`config.mk`:
```
export PLATFORM = sky130hd
export DESIGN_NAME = hps_pixel_writer
export DESIGN_NICKNAME = d
export VERILOG_FILES = /design/src/rtl/hps_pixel_writer.sv
export SDC_FILE = /design/constraint.sdc
export NUM_CORES = 1
export LEC_CHECK = 0
export CORE_MARGIN = 5
export CORE_UTILIZATION = 35
export DETAILED_ROUTE_END_ITERATION = 10
export SLEW_MARGIN = 20
export SYNTH_ARGS = -nofsm -noshare
export SYNTH_HDL_FRONTEND = slang
export SYNTH_SLANG_ARGS = --single-unit
```
`constraint.sdc`:
```
create_clock -name iCLK -period 2.4 [get_ports iCLK]
set_input_delay 0.48 -clock iCLK [delete_from_list [all_inputs] [get_ports iCLK]]
set_output_delay 0.48 -clock iCLK [all_outputs]
set_load 0.005 [all_outputs]
```
`src/rtl/hps_pixel_writer.sv`:
```
// HPS-to-SDRAM pixel writer: toggle req/ack PIO handshake, pixel FIFO, packing
// into 16-bit frame-buffer words, and X/Y/frame tracking for one write port.
module hps_pixel_writer #(
    parameter int H_ACTIVE   = 640,
    parameter int V_ACTIVE   = 480,
    parameter int FIFO_DEPTH = 8,
    parameter int PIX_W      = 10
) (
    input  logic             iCLK,
    input  logic             iRST,
    input  logic             iSTART,
    input  logic             iREQ_TOGGLE,
    input  logic [PIX_W-1:0] iPIX_DATA,
    output logic             oACK_TOGGLE,
    input  logic             iWR_READY,
    output logic             oWR,
    output logic [15:0]      oWR_DATA,
    output logic             oWR_LOAD,
    output logic [15:0]      oX_Cont,
    output logic [15:0]      oY_Cont,
    output logic             oFrame_Done,
    output logic [15:0]      oFrame_Cont,
    output logic             oABORT,
    output logic             oBUSY
);

    localparam int AW = $clog2(FIFO_DEPTH);

    typedef enum logic [1:0] {IDLE, LOAD, RUN, DONE} state_t;

    state_t           state;
    logic             req_s1, req_s2, req_s3;
    logic             st_s1, st_s2, st_s3;
    logic             pend;
    logic [PIX_W-1:0] mem [FIFO_DEPTH];
    logic [AW:0]      wr_ptr, rd_ptr;

    logic             req_edge, start_rise, req_now;
    logic             fifo_empty, fifo_full;
    logic             abort, push, pop, last_pix;
    logic [PIX_W-1:0] rd_pix;

    always_comb begin
        req_edge   = req_s2 ^ req_s3;
        start_rise = st_s2 & ~st_s3;
        req_now    = req_edge | pend;
        fifo_empty = (wr_ptr == rd_ptr);
        fifo_full  = (wr_ptr[AW] != rd_ptr[AW]) && (wr_ptr[AW-1:0] == rd_ptr[AW-1:0]);
        abort      = (state == RUN) && !st_s2;
        push       = (state == RUN) && !abort && req_now && !fifo_full;
        pop        = (state == RUN) && !abort && !fifo_empty && iWR_READY;
        last_pix   = (oX_Cont == 16'(H_ACTIVE - 1)) && (oY_Cont == 16'(V_ACTIVE - 1));
        rd_pix     = mem[rd_ptr[AW-1:0]];
    end

    always_ff @(posedge iCLK) begin
        if (push)
            mem[wr_ptr[AW-1:0]] <= iPIX_DATA;
    end

    always_ff @(posedge iCLK or posedge iRST) begin
        if (iRST) begin
            state       <= IDLE;
            req_s1      <= 1'b0;
            req_s2      <= 1'b0;
            req_s3      <= 1'b0;
            st_s1       <= 1'b0;
            st_s2       <= 1'b0;
            st_s3       <= 1'b0;
            pend        <= 1'b0;
            wr_ptr      <= '0;
            rd_ptr      <= '0;
            oACK_TOGGLE <= 1'b0;
            oWR         <= 1'b0;
            oWR_DATA    <= '0;
            oWR_LOAD    <= 1'b0;
            oX_Cont     <= '0;
            oY_Cont     <= '0;
            oFrame_Done <= 1'b0;
            oFrame_Cont <= '0;
            oABORT      <= 1'b0;
            oBUSY       <= 1'b0;
        end else begin
            req_s1      <= iREQ_TOGGLE;
            req_s2      <= req_s1;
            req_s3      <= req_s2;
            st_s1       <= iSTART;
            st_s2       <= st_s1;
            st_s3       <= st_s2;
            oWR         <= 1'b0;
            oWR_LOAD    <= 1'b0;
            oFrame_Done <= 1'b0;

            // Outside RUN every request is acked without a push; in RUN a
            // blocked request (FIFO full or abort cycle) stays pending.
            if (push || (req_now && state != RUN)) begin
                oACK_TOGGLE <= ~oACK_TOGGLE;
                pend        <= 1'b0;
            end else if (req_now) begin
                pend <= 1'b1;
            end

            if (push)
                wr_ptr <= wr_ptr + 1'b1;

            if (pop) begin
                rd_ptr   <= rd_ptr + 1'b1;
                oWR      <= 1'b1;
                oWR_DATA <= {1'b0, rd_pix[PIX_W-1 -: 5], rd_pix[PIX_W-1 -: 10]};
                if (!last_pix) begin
                    if (oX_Cont == 16'(H_ACTIVE - 1)) begin
                        oX_Cont <= '0;
                        oY_Cont <= oY_Cont + 16'd1;
                    end else begin
                        oX_Cont <= oX_Cont + 16'd1;
                    end
                end
            end

            case (state)
                IDLE: begin
                    if (start_rise) begin
                        state    <= LOAD;
                        oWR_LOAD <= 1'b1;
                        oBUSY    <= 1'b1;
                        oABORT   <= 1'b0;
                        wr_ptr   <= '0;
                        rd_ptr   <= '0;
                        oX_Cont  <= '0;
                        oY_Cont  <= '0;
                    end
                end
                LOAD: state <= RUN;
                RUN: begin
                    if (abort) begin
                        state  <= IDLE;
                        oBUSY  <= 1'b0;
                        oABORT <= 1'b1;
                        wr_ptr <= '0;
                        rd_ptr <= '0;
                    end else if (pop && last_pix) begin
                        state       <= DONE;
                        oBUSY       <= 1'b0;
                        oFrame_Done <= 1'b1;
                        oFrame_Cont <= oFrame_Cont + 16'd1;
                    end
                end
                DONE:    state <= IDLE;
                default: state <= IDLE;
            endcase
        end
    end

endmodule

```
==> flow_summary.json <==
{
  "startpoint": "oX_Cont[8]",
  "grt_pass1_wl_um": 26610,
  "power_density_nw_per_um2": 698.9,
  "dieArea_um2": 22920,
  "globalplace.congestion": 0.8401,
  "avgViaCountPerCell": 5.209,
  "yosys_warnings": 0,
  "io_buffers": 83,
  "clockPowerShare_pct": 42.4,
  "dp_cells": 911,
  "netlist_instances": 537,
  "cp-start-kind": "flop",
  "rr_worst_depth": 6,
  "finalHoldViolations": 0,
  "track_usage_pct": 15.12,
  "cp_data_arrival_time_ps": 2820,
  "numCtsBuffers": 17,
  "ys.flop_type": "dfrtp_1",
  "setup_slack_ps": -67.36,
  "hpwl_um": 10930,
  "synth-edff-count": 80,
  "syn-num-nets": 557,
  "drt_wl_total_um": 16730,
  "areaGrowthSynthToFinish_pct": 33.11,
  "hold_class": "flop to flop",
  "ys_ff_latch": 161,
  "fin_skew_ps": 9.517,
  "p_int_mw": 4.873,
  "violations": "negative setup slack",
  "grt_start_max_net_pins": 82,
  "setup_violations": 12,
  "clockRootBuffer": "clkbuf_16",
  "drt_first_pass_iters": 5,
  "swShare_pct": 25.15,
  "cts_max_path_buffers": 2,
  "reg2reg_to": "oY_Cont[6]",
  "rrSetupSlack_ps": -70,
  "synth-async-reset-ratio_pct": 50.31,
  "route.detailed.drc": 0,
  "fp.coreArea_um2": 19590,
  "die_w_um": 151.4,
  "end_kind": "flop",
  "slew_violations": 0,
  "grt-ovfl-total": 0,
  "first_iter_violations": 325,
  "nNetsFinal": 692,
  "start_util_pct": 35.72,
  "worstReg2RegStart": "oX_Cont[8]",
  "tightest_slew_ps": 608.8,
  "pwr-share-seq_pct": 47.7,
  "ir_worst_vdd_v": 0.0005717,
  "syn-cell-area_um2": 6998,
  "grt_pass1_vias": 4895,
  "crit_type": "flop to flop",
  "slew-limit-headroom_pct": 59.30,
  "yosysSeqAreaShare_pct": 63.29,
  "critPathMaxStageDelay_ps": 570,
  "cp_slowest_cell": "or4b_4",
  "final_cell_count_no_fill": 950,
  "timing.hold.ws_ps": 353.4,
  "clkSinkCount": 161,
  "post-route-period-util_pct": 102.8,
  "cp_max_fo": 6,
  "avgSynthCellArea_um2": 13.03,
  "wl_per_cell_um": 17.61,
  "crit_top_cell": "or4b_4",
  "rsz0062_at_grt": "true",
  "fmax_ghz": 0.4053,
  "maxCapViolations": 0,
  "antenna_found_initial": 0,
  "cp-endpoint": "oY_Cont[6]",
  "n_antenna_cell": 0,
  "fin_crit_ps": 2467,
  "synth.distinct_cells": 51,
  "clk_pin_slew_worst_paths_ps": 70,
  "pwr-share-comb_pct": 9.9,
  "clk_latency_ps": 430,
  "p_leak_nw": 3.633,
  "setup_tns_ps": -450.8,
  "core.rowCount": 51,
  "dieHeight_um": 151.4,
  "cp_cell_sequence": "or4b_4 > nor4_4 > buf_4 > or4b_4 > or3_1 > a21oi_1",
  "htree_num_levels": 4,
  "drive_gt1_share_pct": 21.31,
  "status": "complete, but fails checks",
  "vias": 4949,
  "ant_nets": 0,
  "cts_tree": "done",
  "ioPinCount": 85,
  "critPathRequiredTime_ps": 2760,
  "p_switching_mw": 1.638
}
-- flip-flops by register name, indices dropped and copies added, names as in the netlist, 2 cells and up --
register     flops
state            2
mem             80
rd_ptr           4
wr_ptr           4
oWR_DATA        10
oY_Cont         16
oX_Cont         16
oFrame_Cont     16
-- layout make-up --
cell class / instances / area (µm²)
fillers: 1747 / 10270
flip-flops and latches: 161 / 4429
multi-input cells: 336 / 2574
repair buffers: 145 / 1316
clock buffers: 17 / 425.4
well taps: 265 / 331.6
clock inverters: 15 / 193.9
inverters: 11 / 45.04
-- layer usage --
metal	up-vias	GRT usage [%]	part of all wire, %
li1	2293	-	-
met1	2471	19.74	43
met2	168	24.89	50
met3	17	3.052	5.6
met4	0	5.757	1.3
met5	-	0	0
-- cell usage after synthesis, types with 4 or more instances --
cell	number	area, µm²
dfrtp_1	81	2027
edfxtp_1	80	2402
nand2_1	47	176.4
nand3_1	30	150.1
o21ai_0	29	145.1
clkbuf_1	20	75.07
mux4_2	20	450.4
nor2_1	19	71.32
a21oi_1	18	90.09
nor3_1	18	90.09
xor2_1	18	157.7
mux2i_1	15	150.1
or3_1	13	81.33
nand4_1	12	75.07
inv_1	11	41.29
xnor2_1	10	87.58
and3_1	9	56.30
nor4_1	9	56.30
or4_1	7	52.55
buf_4	6	45.04
o211ai_1	6	45.04
and4_1	5	43.79
ha_1	5	62.56
nand2b_1	5	31.28
and2_1	4	25.02
buf_1	4	15.01
nor2b_1	4	25.02
nor3b_1	4	30.03
-- layout by cell type (no fill, tap or decap), types with 6 or more instances in the layout --
cell type / count
a21oi_1: 13
xor2_1: 18
nand3_1: 30
o211ai_1: 6
nand2_1: 47
buf_4: 59
inv_1: 10
or4_1: 6
nand4_1: 12
clkbuf_16: 17
nor4_4: 6
clkdlybuf4s50_1: 83
edfxtp_1: 80
o21ai_0: 25
nor3_1: 17
dfrtp_1: 81
or3_1: 11
mux4_2: 20
nor2_1: 19
xnor2_1: 10
and3_1: 9
mux2i_1: 15
-- cells by family (layout without fill, tap and decap cells) --
group	Yosys count	count (layout)	share of synthesized area [%]
adder cells (fa/ha/maj)	5	5	0.8940
AO/OA/AOI/OAI	66	66	5.471
multiplexers	36	36	8.743
AND/OR/NAND/NOR	197	200	15.38
flip-flops	161	161	63.29
buffers and inverters	43	188	2.664
other	1	1	0.05359
XOR/XNOR	28	28	3.504
-- per-stage QoR --
stage          worst slack [ps]  power [mW]  util [%]  instance area [µm²]
6_report                 -67.36       6.510     47.55                 9315
5_1_grt                  -143.3       6.793     47.55                 9315
4_1_cts                  -36.66       6.600     46.92                 9191
3_5_place_dp             -117.8       3.809     43.41                 8504
3_3_place_gp             -64.58       3.792     43.41                 8504
2_1_floorplan            -189.7       3.436         -                 7066
-- power groups by stage --
stage               logic [mW]  clock network, mW  registers, mW
global route             0.717               2.96           3.12
global placement         0.634                  0           3.16
finish                   0.644               2.76           3.10
detailed placement       0.645                  0           3.16
floorplan                0.292                  0           3.14
CTS                      0.661               2.83           3.11
-- worst min path at each step --
stage	startpoint	to	slack, ps	cells after the start
finish	req_s1	req_s2	350	0
global route	req_s1	req_s2	360	0
CTS	req_s1	req_s2	360	0
detailed placement	req_s1	req_s2	340	0
global placement	st_s1	st_s2	340	0
floorplan	req_s1	req_s2	330	0
-- repair_timing --
action / in CTS / in global routing
resized for setup: 6 / 19
hold buffers: 0 / 0
pin swaps: 3 / 3
buffers inserted: 2 / 2
setup endpoints to repair: 15 / 23
cloned: 3 / 0
-- worst max-delay path: cells and delay by family, from the launching register on --
family,cells,cell delay (ps)
flops,1,390
buf+inv,1,180
simple gates,4,1680
compound gates,1,130
Power figures use the tool's default switching activity.
